==> src/rtl/fractal_pixel_scheduler.sv <==
// fractal_pixel_scheduler
//
// Hands out one frame of pixel jobs to NUM_ENGINES iteration engines and
// collects the iteration counts back in raster order.
// - Jobs go out round-robin, one per cycle at most.
// - Results are retired strictly in dispatch order, even when a later engine
//   finishes first.
// - Retired counts go to the colour/packer stage through a single output
//   register that carries sof/eol framing.
//
// Ports
//   aclk, areset  clock; asynchronous active-high reset
//   start         pulse that begins a frame; ignored unless idle
//   loop_en       1 = wrap back to (0,0) and keep running after each frame
//   abort         synchronous stop; drops every in-flight job
//   busy          scheduler is not idle
//   frame_done    one-cycle pulse after the last pixel of a frame is accepted
//   eng_start     one-hot job start; eng_x/eng_y carry the job coordinate
//   eng_done      per-engine result ready, held until eng_ack
//   eng_iter      packed iteration counts, engine i in bits [8i+7:8i]
//   eng_ack       one-hot result consume
//   pix_*         output pixel stream (valid/ready, iteration count, sof, eol)

module fractal_pixel_scheduler #(
  parameter int NUM_ENGINES = 4,
  parameter int X_SIZE      = 640,
  parameter int Y_SIZE      = 480
) (
  input  logic                     aclk,
  input  logic                     areset,
  input  logic                     start,
  input  logic                     loop_en,
  input  logic                     abort,
  output logic                     busy,
  output logic                     frame_done,
  output logic [NUM_ENGINES-1:0]   eng_start,
  output logic [15:0]              eng_x,
  output logic [15:0]              eng_y,
  input  logic [NUM_ENGINES-1:0]   eng_done,
  input  logic [8*NUM_ENGINES-1:0] eng_iter,
  output logic [NUM_ENGINES-1:0]   eng_ack,
  output logic [7:0]               pix_iter,
  output logic                     pix_valid,
  input  logic                     pix_ready,
  output logic                     pix_sof,
  output logic                     pix_eol
);

  localparam int          IW    = $clog2(NUM_ENGINES);
  localparam logic [15:0] XLAST = 16'(X_SIZE - 1);
  localparam logic [15:0] YLAST = 16'(Y_SIZE - 1);

  typedef enum logic [1:0] {
    S_IDLE,
    S_RUN,
    S_DRAIN
  } state_t;

  state_t                 state_q, state_d;
  logic [IW-1:0]          dispPtr_q, dispPtr_d;
  logic [IW-1:0]          retPtr_q, retPtr_d;
  logic [NUM_ENGINES-1:0] occupied_q, occupied_d;
  logic [15:0]            dispX_q, dispX_d, dispY_q, dispY_d;
  logic [15:0]            retX_q, retX_d, retY_q, retY_d;
  logic                   pixValid_q, pixValid_d;
  logic [7:0]             pixIter_q, pixIter_d;
  logic                   pixSof_q, pixSof_d;
  logic                   pixEol_q, pixEol_d;
  logic                   pixLast_q, pixLast_d;
  logic                   frameDone_q, frameDone_d;

  // All scheduler state lives in this one register bank. Reset puts
  // everything back to the start of an empty frame.
  always_ff @(posedge aclk or posedge areset) begin
    if (areset) begin
      state_q     <= S_IDLE;
      dispPtr_q   <= '0;
      retPtr_q    <= '0;
      occupied_q  <= '0;
      dispX_q     <= '0;
      dispY_q     <= '0;
      retX_q      <= '0;
      retY_q      <= '0;
      pixValid_q  <= 1'b0;
      pixIter_q   <= '0;
      pixSof_q    <= 1'b0;
      pixEol_q    <= 1'b0;
      pixLast_q   <= 1'b0;
      frameDone_q <= 1'b0;
    end else begin
      state_q     <= state_d;
      dispPtr_q   <= dispPtr_d;
      retPtr_q    <= retPtr_d;
      occupied_q  <= occupied_d;
      dispX_q     <= dispX_d;
      dispY_q     <= dispY_d;
      retX_q      <= retX_d;
      retY_q      <= retY_d;
      pixValid_q  <= pixValid_d;
      pixIter_q   <= pixIter_d;
      pixSof_q    <= pixSof_d;
      pixEol_q    <= pixEol_d;
      pixLast_q   <= pixLast_d;
      frameDone_q <= frameDone_d;
    end
  end

  // Next-state logic. Abort wins over everything: it clears the counters
  // and acks any engine currently holding a result so that none is left
  // hanging. Otherwise, each cycle may dispatch one job (RUN only) and
  // retire one result (RUN or DRAIN). The retire check uses the registered
  // occupancy, so an engine retired this cycle can be re-dispatched no
  // earlier than the next cycle. frame_done is registered from the accept
  // of the frame's last pixel, which lines it up with the cycle in which
  // DRAIN sees everything empty.
  always_comb begin
    state_d     = state_q;
    dispPtr_d   = dispPtr_q;
    retPtr_d    = retPtr_q;
    occupied_d  = occupied_q;
    dispX_d     = dispX_q;
    dispY_d     = dispY_q;
    retX_d      = retX_q;
    retY_d      = retY_q;
    pixValid_d  = pixValid_q;
    pixIter_d   = pixIter_q;
    pixSof_d    = pixSof_q;
    pixEol_d    = pixEol_q;
    pixLast_d   = pixLast_q;
    frameDone_d = 1'b0;
    eng_start   = '0;
    eng_ack     = '0;
    eng_x       = '0;
    eng_y       = '0;

    if (abort) begin
      state_d    = S_IDLE;
      dispPtr_d  = '0;
      retPtr_d   = '0;
      occupied_d = '0;
      dispX_d    = '0;
      dispY_d    = '0;
      retX_d     = '0;
      retY_d     = '0;
      pixValid_d = 1'b0;
      eng_ack    = eng_done;
    end else begin
      if (pixValid_q && pix_ready) begin
        pixValid_d  = 1'b0;
        frameDone_d = pixLast_q;
      end

      case (state_q)
        S_IDLE: begin
          if (start) begin
            state_d = S_RUN;
          end
        end
        S_DRAIN: begin
          if ((occupied_q == '0) && !pixValid_q) begin
            state_d = S_IDLE;
          end
        end
        default: begin
          if (!occupied_q[dispPtr_q]) begin
            eng_start[dispPtr_q]  = 1'b1;
            eng_x                 = dispX_q;
            eng_y                 = dispY_q;
            occupied_d[dispPtr_q] = 1'b1;
            dispPtr_d             = dispPtr_q + 1'b1;
            if (dispX_q == XLAST) begin
              dispX_d = '0;
              if (dispY_q == YLAST) begin
                dispY_d = '0;
                if (!loop_en) begin
                  state_d = S_DRAIN;
                end
              end else begin
                dispY_d = dispY_q + 16'd1;
              end
            end else begin
              dispX_d = dispX_q + 16'd1;
            end
          end
        end
      endcase

      if ((state_q != S_IDLE) && occupied_q[retPtr_q] && eng_done[retPtr_q] &&
          (!pixValid_q || pix_ready)) begin
        eng_ack[retPtr_q]    = 1'b1;
        occupied_d[retPtr_q] = 1'b0;
        retPtr_d             = retPtr_q + 1'b1;
        pixValid_d           = 1'b1;
        pixIter_d            = eng_iter[{retPtr_q, 3'b000} +: 8];
        pixSof_d             = (retX_q == '0) && (retY_q == '0);
        pixEol_d             = (retX_q == XLAST);
        pixLast_d            = (retX_q == XLAST) && (retY_q == YLAST);
        if (retX_q == XLAST) begin
          retX_d = '0;
          retY_d = (retY_q == YLAST) ? '0 : retY_q + 16'd1;
        end else begin
          retX_d = retX_q + 16'd1;
        end
      end
    end
  end

  assign busy       = (state_q != S_IDLE);
  assign frame_done = frameDone_q;
  assign pix_valid  = pixValid_q;
  assign pix_iter   = pixIter_q;
  assign pix_sof    = pixSof_q;
  assign pix_eol    = pixEol_q;

endmodule

==> config.mk <==
export PLATFORM = sky130hd
export DESIGN_NAME = fractal_pixel_scheduler
export DESIGN_NICKNAME = d
export VERILOG_FILES = /design/src/rtl/fractal_pixel_scheduler.sv
export SDC_FILE = /design/constraint.sdc
export NUM_CORES = 1
export LEC_CHECK = 0
export ABC_CLOCK_PERIOD_IN_PS = 4200
export CAP_MARGIN = 20
export CORE_MARGIN = 2
export CORE_UTILIZATION = 53
export DETAILED_ROUTE_END_ITERATION = 10
export PLACE_DENSITY = 0.8
export REMOVE_ABC_BUFFERS = 1
export SLEW_MARGIN = 20
export SYNTH_ARGS = -nofsm -noshare
export SYNTH_HDL_FRONTEND = slang
export SYNTH_SLANG_ARGS = --single-unit
==> constraint.sdc <==
create_clock -name aclk -period 4.2 [get_ports aclk]
set_input_delay 1.26 -clock aclk [delete_from_list [all_inputs] [get_ports aclk]]
set_output_delay 1.26 -clock aclk [all_outputs]
set_load 0.02 [all_outputs]
# Word level (Yosys, flattened, before mapping)

Index checks and enable logic that the tools add are counted.
W data, S select, Z words.

Add/sub/neg operators: 6
$lt $le $gt $ge: 4
Eq/ne operators: 11
Shift-type cells: 1
Mux-type cells: 60
Bitwise operators: 4
Reduce and logical (&&, ||, !) cells: 28

Operator list:

| operator                | count |
|---|---|
| $mux W16                | 22 |
| $add A16 B1 Y16 const B | 4 |
| $mux W4                 | 10 |
| $eq A16 B10 Y1 const B  | 2 |
| $eq A16 B9 Y1 const B   | 2 |
| $logic_not A16 Y1       | 2 |
| $shiftx A32 B6 Y8       | 1 |
| $mux W2                 | 12 |
| $mux W1                 | 10 |
| $logic_and A1 B1 Y1     | 9 |
| $reduce_bool A2 Y1      | 4 |
| $reduce_bool A4 Y1      | 2 |
| $bmux W1 S2             | 3 |
| $lt A2 B3 Y1 const B    | 2 |
| $ne A3 B3 Y1 const B    | 2 |
| $reduce_and A2 Y1       | 3 |
| $reduce_and A6 Y1       | 1 |
| $add A2 B1 Y2 const B   | 2 |
| $and A4 B4 Y4           | 1 |
| $demux W1 S2            | 2 |
| $ge A2 B1 Y1 const B    | 2 |
| $logic_not A4 Y1        | 1 |
| $ne A4 B1 Y1 const B    | 1 |
| $ne A4 B2 Y1 const B    | 1 |
| 13 further kinds        | 13 |

Bits in registers: 87
Output and inout port bits: 53

# Logic depth before layout (Yosys ltp)

Gate-level depths: netlist (run 1).

Depth after elaboration: 11
Mapped depth: 8

# Least setup slack after synthesis (run 1)

OpenSTA, ideal clock, no wires.

Path kind: input-to-output
Start point: in eng_done[0]
End point: out eng_ack[3]
Data arrival time: 2.873 ns
Slack: 0.067 ns
Stages on the path: 5
Buffers on the path: 0
Path through: nand2_1 -> mux4_2 -> nor2_1 -> nand2_1 -> o21ai_0

Cells in the longest elaborated chain, start to end: 6

RTL lines:

| item                              | RTL line | source |
|---|---|---|
| start, declared                   | 39       | `input logic [NUM_ENGINES-1:0] eng_done,` |
| $bmux W1 S2                       | 188      | `if ((state_q != S_IDLE) && occupied_q[retPtr_q] && eng_done[retPtr_q] &&` |
| $mux W1 (not written as such)     | 188      |  |
| $logic_and A1 B1 Y1 (2 in series) | 188      |  |
| $mux W4                           | 188      |  |
| $mux W4                           | 136      | `if (abort) begin` |
| end, declared                     | 41       | `output logic [NUM_ENGINES-1:0] eng_ack,` |

Every way passes these cells. The select of a mux whose other input is x is not followed.

# Worst setup path in the final report (run 1)

Start point: in eng_done[1]
End point: out eng_ack[3]

The elaborated chain is that of the path after synthesis.

==> results by group, run 1 <==
Routing
  – Drt pass-1 iters: 5
  – Via count: 4,949
  – DR DRC count: 0
  – Wirelength per Cell: 17.6 um
  – Vias per cell: 6.04
  – Final wirelength: 14,500 um
  – 1st-iter DRT viols: 324
  – ANT nets after route: 0

Outcome
  – Status: complete, no violations

Synth
  – Post-synth EDFFs: 0
  – Post-synth top flop: dfrtp_1
  – Yosys reg bits: 87
  – Post-synth cell types: 54
  – Post-synth ARST share: 100%
  – Synth Warn #: 0
  – Seq/Total Area, Yosys: 41.3%
  – Synth Instances: 583
  – Post-synthesis cell area: 5270 um2
  – Syn Area/Cell: 9.04 um2

Min path
  – Worst hold start: pixLast_q
  – Hold crit path type: flop to flop
  – Worst hold path depth: 2
  – Hold path endpoint: frame_done

STA
  – Max transition margin: 38.1%
  – Pins over their slew limit: 0
  – Setup Viol. Count Final: 0
  – Hold slack: 505 ps
  – Minimum clock period: 3980 ps
  – RSZ-0062 raised after global routing: false
  – Worst-margin pin slew: 920 ps
  – Final worst path period share: 94.8%
  – Final hold violations: 0
  – Max Clk Rate: 0.251 GHz
  – Clock skew: 13.7 ps

Worst setup path
  – CP endpoint kind: output port
  – R2R cell count: 5
  – WP data required: 2940 ps
  – Reg-to-reg critical path endpoint: retY_q[15]
  – CP startpoint kind: input pin
  – Critical R2R Launch: retX_q[11]
  – Critical path arrival: 2720 ps
  – Setup CP Type: input pin to output port
  – Worst Path Max Fanout: 6
  – R2R Setup Slk: 1440 ps

Clock tree
  – Post-CTS Hold Buffers: 0
  – Setup Fix Bufs, Post-CTS: 0
  – Htree depth: 3
  – Worst-skew pair later-pin latency: 360 ps
  – CTS tree: yes
  – Clock buffer depth: 2
  – Worst-path clk slew: 90 ps
  – Clock Tree Root: clkbuf_8
  – Clock buffers created by TritonCTS: 9
  – CTS sink count: 87

Placement
  – Post-DP Area: 6450 um2
  – Placed cell count: 804
  – Port bufs: 94
  – Detail Placement HPWL: 10,400 um
  – GP Congestion: 0.911

Global routing
  – Largest net degree at the start of global routing: 37
  – Vias in the first global route: 4,993
  – Tot GR Track Use: 27.5%
  – First-pass GRT wire length: 24,400 um
  – Antenna violations before repair: 0
  – Overflow after GRT: 0

Die
  – Ports: 95
  – Chip Height: 104 um
  – Core Area: 9730 um2
  – Initial core utilization: 54.2%
  – Core Rows: 36
  – Die Area: 10,800 um2
  – Die W: 104 um

Cells and area
  – Post-route cell area: 6660 um2
  – Area delta synth->final: 26.4%
  – Fraction of layout cells with a size suffix above 1: 11.2%
  – Final cell count without fillers: 820
  – Final core utilization: 68.5%
  – Nets: 738

Pwr
  – Peak VDD IR: 0.000179 V
  – Pwr per Cell Area: 275 nW/um2
  – Pwr Total: 1.83 mW
  – Static leakage: 2.64 nW

Run
  – Max-cap viol count: 0
[repair_timing]
item,CTS,global route
endpoints found under the setup margin,4,4
resized for setup,25,10
pin swaps,1,2
[synth_stat cells (6+ instances only)]
cell type  count  share of area (%)
nor3_1        10               0.95
a21oi_1       26                2.5
nor4_1        21                2.5
ha_1          14                3.3
nand2_1       56                4.0
a31oi_1       11                1.3
or3_1          9                1.1
or4_1         12                1.7
o21ai_0       58                5.5
mux4_2        11                4.7
nand3_1       27                2.6
nand4_1       21                2.5
and2_1        37                4.4
xnor2_1       13                2.2
nor2_1        40                2.8
and4_1         6                1.0
dfrtp_1       87                 41
inv_1         20                1.4
clkbuf_1      23                1.6
o31ai_1        9                1.3
mux2_2        10                2.1
[worst max path at each step]
stage,start,to,slack (ps),cells past startpoint
floorplan,eng_done[0],eng_ack[3],70,5
global placement,eng_done[1],eng_ack[3],-460,8
finish,eng_done[1],eng_ack[3],220,8
global route,dispPtr_q[0],eng_start[0],130,5
detailed placement,eng_done[1],eng_ack[3],-540,8
CTS,eng_done[0],eng_ack[3],5,8
[worst max-delay path: stages]
cell and delay, ps:
dlygate4sd2_1 250, nand2_1 80, mux4_2 490, nor2_2 140
buf_6 130, nand2_2 70, o21ai_2 160, buf_6 140
[cells by family after synthesis]
kind of cell	count (synthesis)	share of synthesized area [%]
flops	87	41.3
buf+inv	48	3.61
compound gates	131	14.7
xor+xnor	15	2.49
mux	23	7.22
fa+ha+maj	14	3.32
simple gates	265	27.4
[placed cells by master (no fill, tap or decap), types with 20 or more instances in the layout]
| master | n |
|---|---|
| a21oi_1 | 26 |
| and2_1 | 37 |
| buf_4 | 20 |
| clkdlybuf4s50_1 | 85 |
| dfrtp_1 | 87 |
| nand2_1 | 55 |
| nand3_1 | 27 |
| nand4_1 | 21 |
| nor2_1 | 39 |
| nor4_1 | 21 |
| o21ai_0 | 54 |
[metrics by stage]
stage,setup WS (ps),TNS (ps)
after floorplan,66.9,0
after global placement,-461,-1790
after detailed placement,-537,-1990
after CTS,5.03,0
after global routing,134,0
final,217,0
[state kept, by name, summed over array words and instances, names as in the netlist]
name        count
dispPtr_q       2
dispX_q        16
dispY_q        16
frame_done      1
occupied_q      4
pixLast_q       1
pix_eol         1
pix_iter        8
pix_sof         1
pix_valid       1
retPtr_q        2
retX_q         16
retY_q         16
state_q         2
[power by group]
part / switching (mW) / leakage [nW] / internal, mW
combinational: 0.170 / 1.35 / 0.157
clock: 0.303 / 0.0920 / 0.291
sequential: 0.0342 / 1.20 / 0.876
total: 0.507 / 2.64 / 1.32
[per-layer routing]
layer	global-route usage, %	wire length (um)	part of all wire, %
met5	0	0	0
met1	36.4	6270	43
met4	8.78	238	1.6
met2	46.1	7180	50
met3	4.91	775	5.4
[final cells by class]
cell class	instances	area [um2]
Antenna cell	1	2.50
Clock buffer	11	141
Clock inverter	4	53.8
Fill cell	790	3070
Inverter	21	80.1
Multi-Input combinational cell	448	2940
Sequential cell	87	2180
Tap cell	133	166
Timing Repair Buffer	115	1100
Note: power is estimated with default switching activity, not from simulation.
==> run 2, diff against run 1 <==
--- a/config.mk
+++ b/config.mk
@@ -5,9 +5,9 @@
 export SDC_FILE = /design/constraint.sdc
 export NUM_CORES = 1
 export LEC_CHECK = 0
+export ABC_AREA = 0
 export ABC_CLOCK_PERIOD_IN_PS = 4200
 export CAP_MARGIN = 20
-export CORE_MARGIN = 2
 export CORE_UTILIZATION = 53
 export DETAILED_ROUTE_END_ITERATION = 10
 export PLACE_DENSITY = 0.8
==> constraint.sdc (replaced) <==
create_clock -name aclk -period 4.2 [get_ports aclk]
set_input_delay 1.26 -clock aclk [delete_from_list [all_inputs] [get_ports aclk]]
set_output_delay 1.26 -clock aclk [all_outputs]
set_load 0.01 [all_outputs]
==> run 2 against run 1 <==
Against the previous run:
- non-clock buffer count fell by 1
- sequential cell count did not move
- die area fell by 3.8%
- clock power rose by 12%
- sequential share of layout area fell by 0.073 points
- via count barely moved
- first-iteration DRC count fell by 14%
- global-route usage rose by 0.47 points
- critical path type unchanged
==> results by group, run 2 (synthesized netlist as in run 1, its figures left out) <==
Worst setup path
  – Worst Path Max Fanout: 4 (was 6)
  – R2R cell count: 5 (unchanged)
  – WP data required: 2940 ps (about the same)
  – CP delay by family, top: buffers and inverters (unchanged)
  – R2R Setup Slk: 1510 ps (was 1440 ps)
  – Critical path arrival: 2720 ps (about the same)
  – Critical R2R Launch: retX_q[11] (unchanged)
  – Setup CP Type: input pin to output port (unchanged)
  – Worst path max stage delay: 490 ps (about the same)
  – CP startpoint kind: input pin (unchanged)
  – CP bufs+invs: 3 (unchanged)
  – Reg-to-reg critical path endpoint: retY_q[7] (was retY_q[15])
  – Critical-path cell list: dlygate4sd2_1, nand2_1, mux4_2, nor2_4, buf_6, nand2_2, o21ai_2, buf_2 (was dlygate4sd2_1, nand2_1, mux4_2, nor2_2, buf_6, nand2_2, o21ai_2, buf_6)
  – CP endpoint kind: output port (unchanged)
  – Critical Path Source: eng_done[1] (unchanged)
  – Worst path slowest cell: mux4_2 (unchanged)

STA
  – Setup TNS: 0 ps (unchanged)
  – Clock skew: 10.9 ps (was 13.7 ps)
  – Final WS setup: 222 ps (was 217 ps)
  – Pins over their slew limit: 0 (unchanged)
  – Final hold violations: 0 (unchanged)
  – Max transition margin: 36.2% (was 38.1%)
  – Worst-margin pin slew: 949 ps (was 920 ps)
  – Setup Viol. Count Final: 0 (unchanged)
  – Hold slack: 518 ps (was 505 ps)
  – Final worst path period share: 94.7% (was 94.8%)
  – Max Clk Rate: 0.251 GHz (about the same)
  – RSZ-0062 raised after global routing: false (unchanged)
  – Minimum clock period: 3980 ps (about the same)

Routing
  – ANT nets after route: 0 (unchanged)
  – Via count: 4,953 (was 4,949)
  – Wirelength per Cell: 17.0 um (was 17.6 um)
  – 1st-iter DRT viols: 278 (was 324)
  – Final wirelength: 13,900 um (was 14,500 um)
  – DR DRC count: 0 (unchanged)
  – Vias per cell: 6.05 (was 6.04)
  – Drt pass-1 iters: 4 (was 5)

Global routing
  – Antenna violations before repair: 0 (unchanged)
  – First-pass GRT wire length: 22,700 um (was 24,400 um)
  – Tot GR Track Use: 28.0% (was 27.5%)
  – Overflow after GRT: 0 (unchanged)
  – Largest net degree at the start of global routing: 58 (was 37)
  – Vias in the first global route: 4,646 (was 4,993)

Die
  – Chip Height: 102 um (was 104 um)
  – Ports: 95 (unchanged)
  – Initial core utilization: 54.4% (was 54.2%)
  – Core Rows: 36 (unchanged)
  – Core Area: 9680 um2 (was 9730 um2)
  – Die W: 102 um (was 104 um)
  – Die Area: 10,300 um2 (was 10,800 um2)

Placement
  – Dpl ws: -572 ps (was -537 ps)
  – GP Congestion: 0.886 (was 0.911)
  – Port bufs: 94 (unchanged)
  – Placed cell count: 803 (was 804)
  – Post-DP Area: 6440 um2 (was 6450 um2)
  – Detail Placement HPWL: 10,000 um (was 10,400 um)

Clock tree
  – CTS tree: yes (unchanged)
  – Htree depth: 3 (unchanged)
  – CTS sink count: 87 (unchanged)
  – Worst-path clk slew: 90 ps (about the same)
  – Clock buffer depth: 2 (unchanged)
  – Clock Tree Root: clkbuf_8 (unchanged)
  – Worst-skew pair later-pin latency: 350 ps (was 360 ps)
  – Post-CTS Hold Buffers: 0 (unchanged)
  – Clock buffers created by TritonCTS: 9 (unchanged)

Pwr
  – Cell Int Power: 1.39 mW (was 1.32 mW)
  – Switching power total: 0.485 mW (was 0.507 mW)
  – Pwr Total: 1.87 mW (was 1.83 mW)
  – Flop pwr share: 48.6% (was 49.7%)
  – Switch share: 25.9% (was 27.7%)
  – Static leakage: 2.65 nW (was 2.64 nW)
  – Gate power share: 16.0% (was 17.9%)
  – Pwr per Cell Area: 280 nW/um2 (was 275 nW/um2)
  – Clock power share: 35.4% (was 32.4%)
  – Peak VDD IR: 0.000156 V (was 0.000179 V)

Min path
  – Worst hold path depth: 1 (was 2)
  – Hold crit path type: flop to flop (unchanged)
  – Hold path endpoint: dispY_q[8] (was frame_done)
  – Worst hold start: dispY_q[8] (was pixLast_q)

Cells and area
  – Area delta synth->final: 26.7% (was 26.4%)
  – Post-route cell area: 6680 um2 (was 6660 um2)
  – Nets: 737 (was 738)
  – Commonest non-fill, non-tap cell in the layout: dfrtp_1 (unchanged)
  – # diodes: 0 (was 1)
  – Final core utilization: 69.0% (was 68.5%)
  – Final cell count without fillers: 819 (was 820)
  – Fraction of layout cells with a size suffix above 1: 11.1% (was 11.2%)
  – Most frequent cells in the layout: dfrtp_1 (87), clkdlybuf4s50_1 (85), nand2_1 (55) (unchanged)

Outcome
  – Status: complete, no violations (unchanged)

Run
  – Max-cap viol count: 0 (unchanged)
## run 2: cell count changes in the layout (fill, tap and decap cells not counted)
cell | before | now
dlymetal6s2s_1 | 3 | 2
buf_4 | 20 | 17
clkinvlp_4 | 2 | 0
clkbuf_1 | 1 | 2
dlygate4sd2_1 | 1 | 2
buf_2 | 3 | 5
diode_2 | 1 | 0
clkinv_2 | 1 | 0
inv_4 | 0 | 1
bufinv_16 | 1 | 2
nor2_2 | 1 | 0
nor2_4 | 0 | 1
clkinv_4 | 0 | 1
## run 2: how the worst max path moves through the flow
stage	endpoint	cells past startpoint	slack (ps)
after floorplan	eng_start[3]	2	170
after global placement	eng_ack[3]	8	-560
after detailed placement	eng_ack[3]	8	-570
after CTS	eng_ack[3]	8	9
after global routing	eng_start[0]	5	150
final	eng_ack[3]	8	220
## run 2: repair_timing
action	CTS	global route
setup endpoints to repair	4	4
cloned	0	0
pin swaps	1	3
setup buffers	0	0
resized for setup	22	9
## run 2: cell type report
type	count	area, um2
well taps	133	166
clock inverters	4	77.6
flip-flops and latches	87	2180
repair buffers	114	1090
fillers	769	3010
clock buffers	12	145
inverters	21	81.3
multi-input cells	448	2940
## run 2: routing by layer
layer  GRT usage [%]  routed length, um  up-vias
li1                -                  -     2342
met1            37.0               5930     2439
met2            47.0               7040      145
met3            3.66                674       27
met4            10.4                299        0
met5               0                  0        -
## run 2: power groups by stage
stage | clock, mW | combinational (mW) | sequential, mW
global route | 0.703 | 0.325 | 0.915
floorplan | 0 | 0.126 | 0.932
detailed placement | 0 | 0.301 | 0.926
CTS | 0.672 | 0.301 | 0.909
global placement | 0 | 0.295 | 0.923
finish | 0.662 | 0.300 | 0.910
==> run 3, diff against run 2 <==
--- a/config.mk
+++ b/config.mk
@@ -8,6 +8,7 @@
 export ABC_AREA = 0
 export ABC_CLOCK_PERIOD_IN_PS = 4200
 export CAP_MARGIN = 20
+export CORE_MARGIN = 4
 export CORE_UTILIZATION = 53
 export DETAILED_ROUTE_END_ITERATION = 10
 export PLACE_DENSITY = 0.8
==> run 3 against run 2 <==
Against the previous run:
- clock-buffer cell count down 3
- non-clock buffer count increased by 1
- hold slack worse by 7.4 ps
- via count grew 2.1%
==> results by group, run 3 (synthesized netlist as in run 1, its figures left out) <==
Clock tree
  – Clock buffer depth: 2 (unchanged)
  – Htree depth: 3 (unchanged)
  – CTS sink count: 87 (unchanged)
  – Worst-skew pair later-pin latency: 380 ps (was 350 ps)
  – Clock Tree Root: clkbuf_8 (unchanged)
  – Post-CTS Hold Buffers: 0 (unchanged)
  – Worst-path clk slew: 100 ps (was 90 ps)
  – CTS tree: yes (unchanged)
  – Clock buffers created by TritonCTS: 9 (unchanged)

Worst setup path
  – Critical R2R Launch: retX_q[11] (unchanged)
  – Reg-to-reg critical path endpoint: retY_q[7] (unchanged)
  – R2R Setup Slk: 1530 ps (was 1510 ps)
  – Setup CP Type: flop to output port (was input pin to output port)
  – R2R cell count: 5 (unchanged)
  – Worst Path Max Fanout: 17 (was 4)
  – Worst path max stage delay: 640 ps (was 490 ps)
  – CP endpoint kind: output port (unchanged)
  – Critical-path cell list: mux4_2, nor3_2, buf_4, and2_1, clkdlybuf4s50_1 (was dlygate4sd2_1, nand2_1, mux4_2, nor2_4, buf_6, nand2_2, o21ai_2, buf_2)
  – CP startpoint kind: flop (was input pin)
  – Worst path slowest cell: mux4_2 (unchanged)
  – CP delay by family, top: buffers and inverters (unchanged)
  – WP data required: 2940 ps (about the same)
  – CP bufs+invs: 2 (was 3)
  – Critical path arrival: 2750 ps (was 2720 ps)
  – Critical Path Source: dispPtr_q[0] (was eng_done[1])

STA
  – Max transition margin: 35.9% (was 36.2%)
  – Final WS setup: 193 ps (was 222 ps)
  – Setup Viol. Count Final: 0 (unchanged)
  – RSZ-0062 raised after global routing: false (unchanged)
  – Pins over their slew limit: 0 (unchanged)
  – Final worst path period share: 95.4% (was 94.7%)
  – Hold slack: 511 ps (was 518 ps)
  – Worst-margin pin slew: 952 ps (was 949 ps)
  – Minimum clock period: 4010 ps (was 3980 ps)
  – Clock skew: 12.6 ps (was 10.9 ps)
  – Max Clk Rate: 0.250 GHz (was 0.251 GHz)
  – Final hold violations: 0 (unchanged)

Routing
  – Vias per cell: 6.17 (was 6.05)
  – Drt pass-1 iters: 5 (was 4)
  – DR DRC count: 0 (unchanged)
  – Via count: 5,058 (was 4,953)
  – ANT nets after route: 0 (unchanged)
  – Wirelength per Cell: 17.6 um (was 17.0 um)
  – Final wirelength: 14,500 um (was 13,900 um)
  – 1st-iter DRT viols: 301 (was 278)

Pwr
  – Switch share: 27.8% (was 25.9%)
  – Flop pwr share: 50.0% (was 48.6%)
  – Static leakage: 2.65 nW (about the same)
  – Clock power share: 33.4% (was 35.4%)
  – Cell Int Power: 1.31 mW (was 1.39 mW)
  – Pwr per Cell Area: 272 nW/um2 (was 280 nW/um2)
  – Switching power total: 0.505 mW (was 0.485 mW)
  – Gate power share: 16.7% (was 16.0%)
  – Pwr Total: 1.82 mW (was 1.87 mW)
  – Peak VDD IR: 0.000176 V (was 0.000156 V)

Die
  – Chip Height: 108 um (was 102 um)
  – Die W: 108 um (was 102 um)
  – Core Rows: 36 (unchanged)
  – Core Area: 9730 um2 (was 9680 um2)
  – Initial core utilization: 54.2% (was 54.4%)
  – Die Area: 11,600 um2 (was 10,300 um2)
  – Ports: 95 (unchanged)

Min path
  – Worst hold path depth: 2 (was 1)
  – Worst hold start: pixLast_q (was dispY_q[8])
  – Hold crit path type: flop to flop (unchanged)
  – Hold path endpoint: frame_done (was dispY_q[8])

Outcome
  – Status: complete, no violations (unchanged)

Cells and area
  – Area delta synth->final: 26.6% (was 26.7%)
  – Nets: 738 (was 737)
  – Commonest non-fill, non-tap cell in the layout: dfrtp_1 (unchanged)
  – Most frequent cells in the layout: dfrtp_1 (87), clkdlybuf4s50_1 (85), nand2_1 (56), o21ai_0 (56), nor2_1 (39) (was dfrtp_1 (87), clkdlybuf4s50_1 (85), nand2_1 (55))
  – # diodes: 0 (unchanged)
  – Fraction of layout cells with a size suffix above 1: 11.4% (was 11.1%)

Global routing
  – Met1 usage: 34.6% (was 37.0%)
  – Met3 usage: 6.24% (was 3.66%)
  – Tot GR Track Use: 26.0% (was 28.0%)
  – Met2 Use GR: 42.3% (was 47.0%)
  – Largest net degree at the start of global routing: 54 (was 58)
  – Overflow after GRT: 0 (unchanged)
  – Vias in the first global route: 5,003 (was 4,646)
  – GRT Max-Usage Layer: met2 (unchanged)
  – Antenna violations before repair: 0 (unchanged)
  – First-pass GRT wire length: 24,300 um (was 22,700 um)

Placement
  – Dpl ws: -548 ps (was -572 ps)
  – Port bufs: 94 (unchanged)
  – GP Congestion: 0.909 (was 0.886)
  – Detail Placement HPWL: 10,500 um (was 10,000 um)

Run
  – Max-cap viol count: 0 (unchanged)
[run 3: changes by cell type in the layout (fill, tap and decap cells not counted), moves of 2 or more]
cell	delta
clkbuf_1	-2
clkinvlp_4	+2
o21ai_0	+2
o21ai_1	-2
[run 3: area by class of cell]
class	instances	area (um2)
Fill cell	755	3050
Multi-Input combinational cell	448	2940
Sequential cell	87	2180
Timing Repair Buffer	115	1110
Tap cell	133	166
Clock buffer	9	124
Clock inverter	7	80.1
Inverter	21	80.1
[run 3: metrics by stage]
| step | utilization [%] | instances | setup TNS [ps] | area (um2) |
|---|---|---|---|---|
| global route | 68.6 | 820 | 0 | 6680 |
| floorplan | - | 556 | 0 | 5160 |
| CTS | 68.4 | 820 | -12.5 | 6650 |
| detailed placement | 66.4 | 804 | -2010 | 6460 |
| global placement | 66.4 | 804 | -1630 | 6460 |
| finish | 68.6 | 820 | 0 | 6680 |
[run 3: how the worst max path moves through the flow]
stage / slack, ps / end / depth (start not counted)
after floorplan: 170 / eng_start[3] / 2
after global placement: -450 / eng_ack[3] / 8
after detailed placement: -550 / eng_ack[3] / 8
after CTS: -10 / eng_ack[3] / 8
after global routing: 30 / eng_x[15] / 5
final: 190 / eng_y[4] / 5
[run 3: per-layer routing]
| metal | up-vias | part of all wire [%] |
|---|---|---|
| li1 | 2348 | - |
| met4 | 0 | 1.9 |
| met2 | 217 | 49 |
| met3 | 31 | 5.7 |
| met1 | 2462 | 43 |
| met5 | - | 0 |
[run 3: power by group through the flow]
stage               Sequential (mW)  Combinational [mW]  Clock (mW)
floorplan                     0.932               0.126           0
global placement              0.922               0.298           0
detailed placement            0.926               0.305           0
CTS                           0.909               0.305       0.614
global route                  0.917               0.328       0.655
finish                        0.909               0.303       0.607
[run 3: what timing repair did]
action                     CTS  global route
setup endpoints to repair    4             4
resized for setup           23             4
pin swaps                    1             1
buffers inserted             0             0
[run 3: worst min-delay path: stages, from the launching register on]
cell     delay [ps]
dfrtp_1         390
nand2_1          60
nor3_1           40
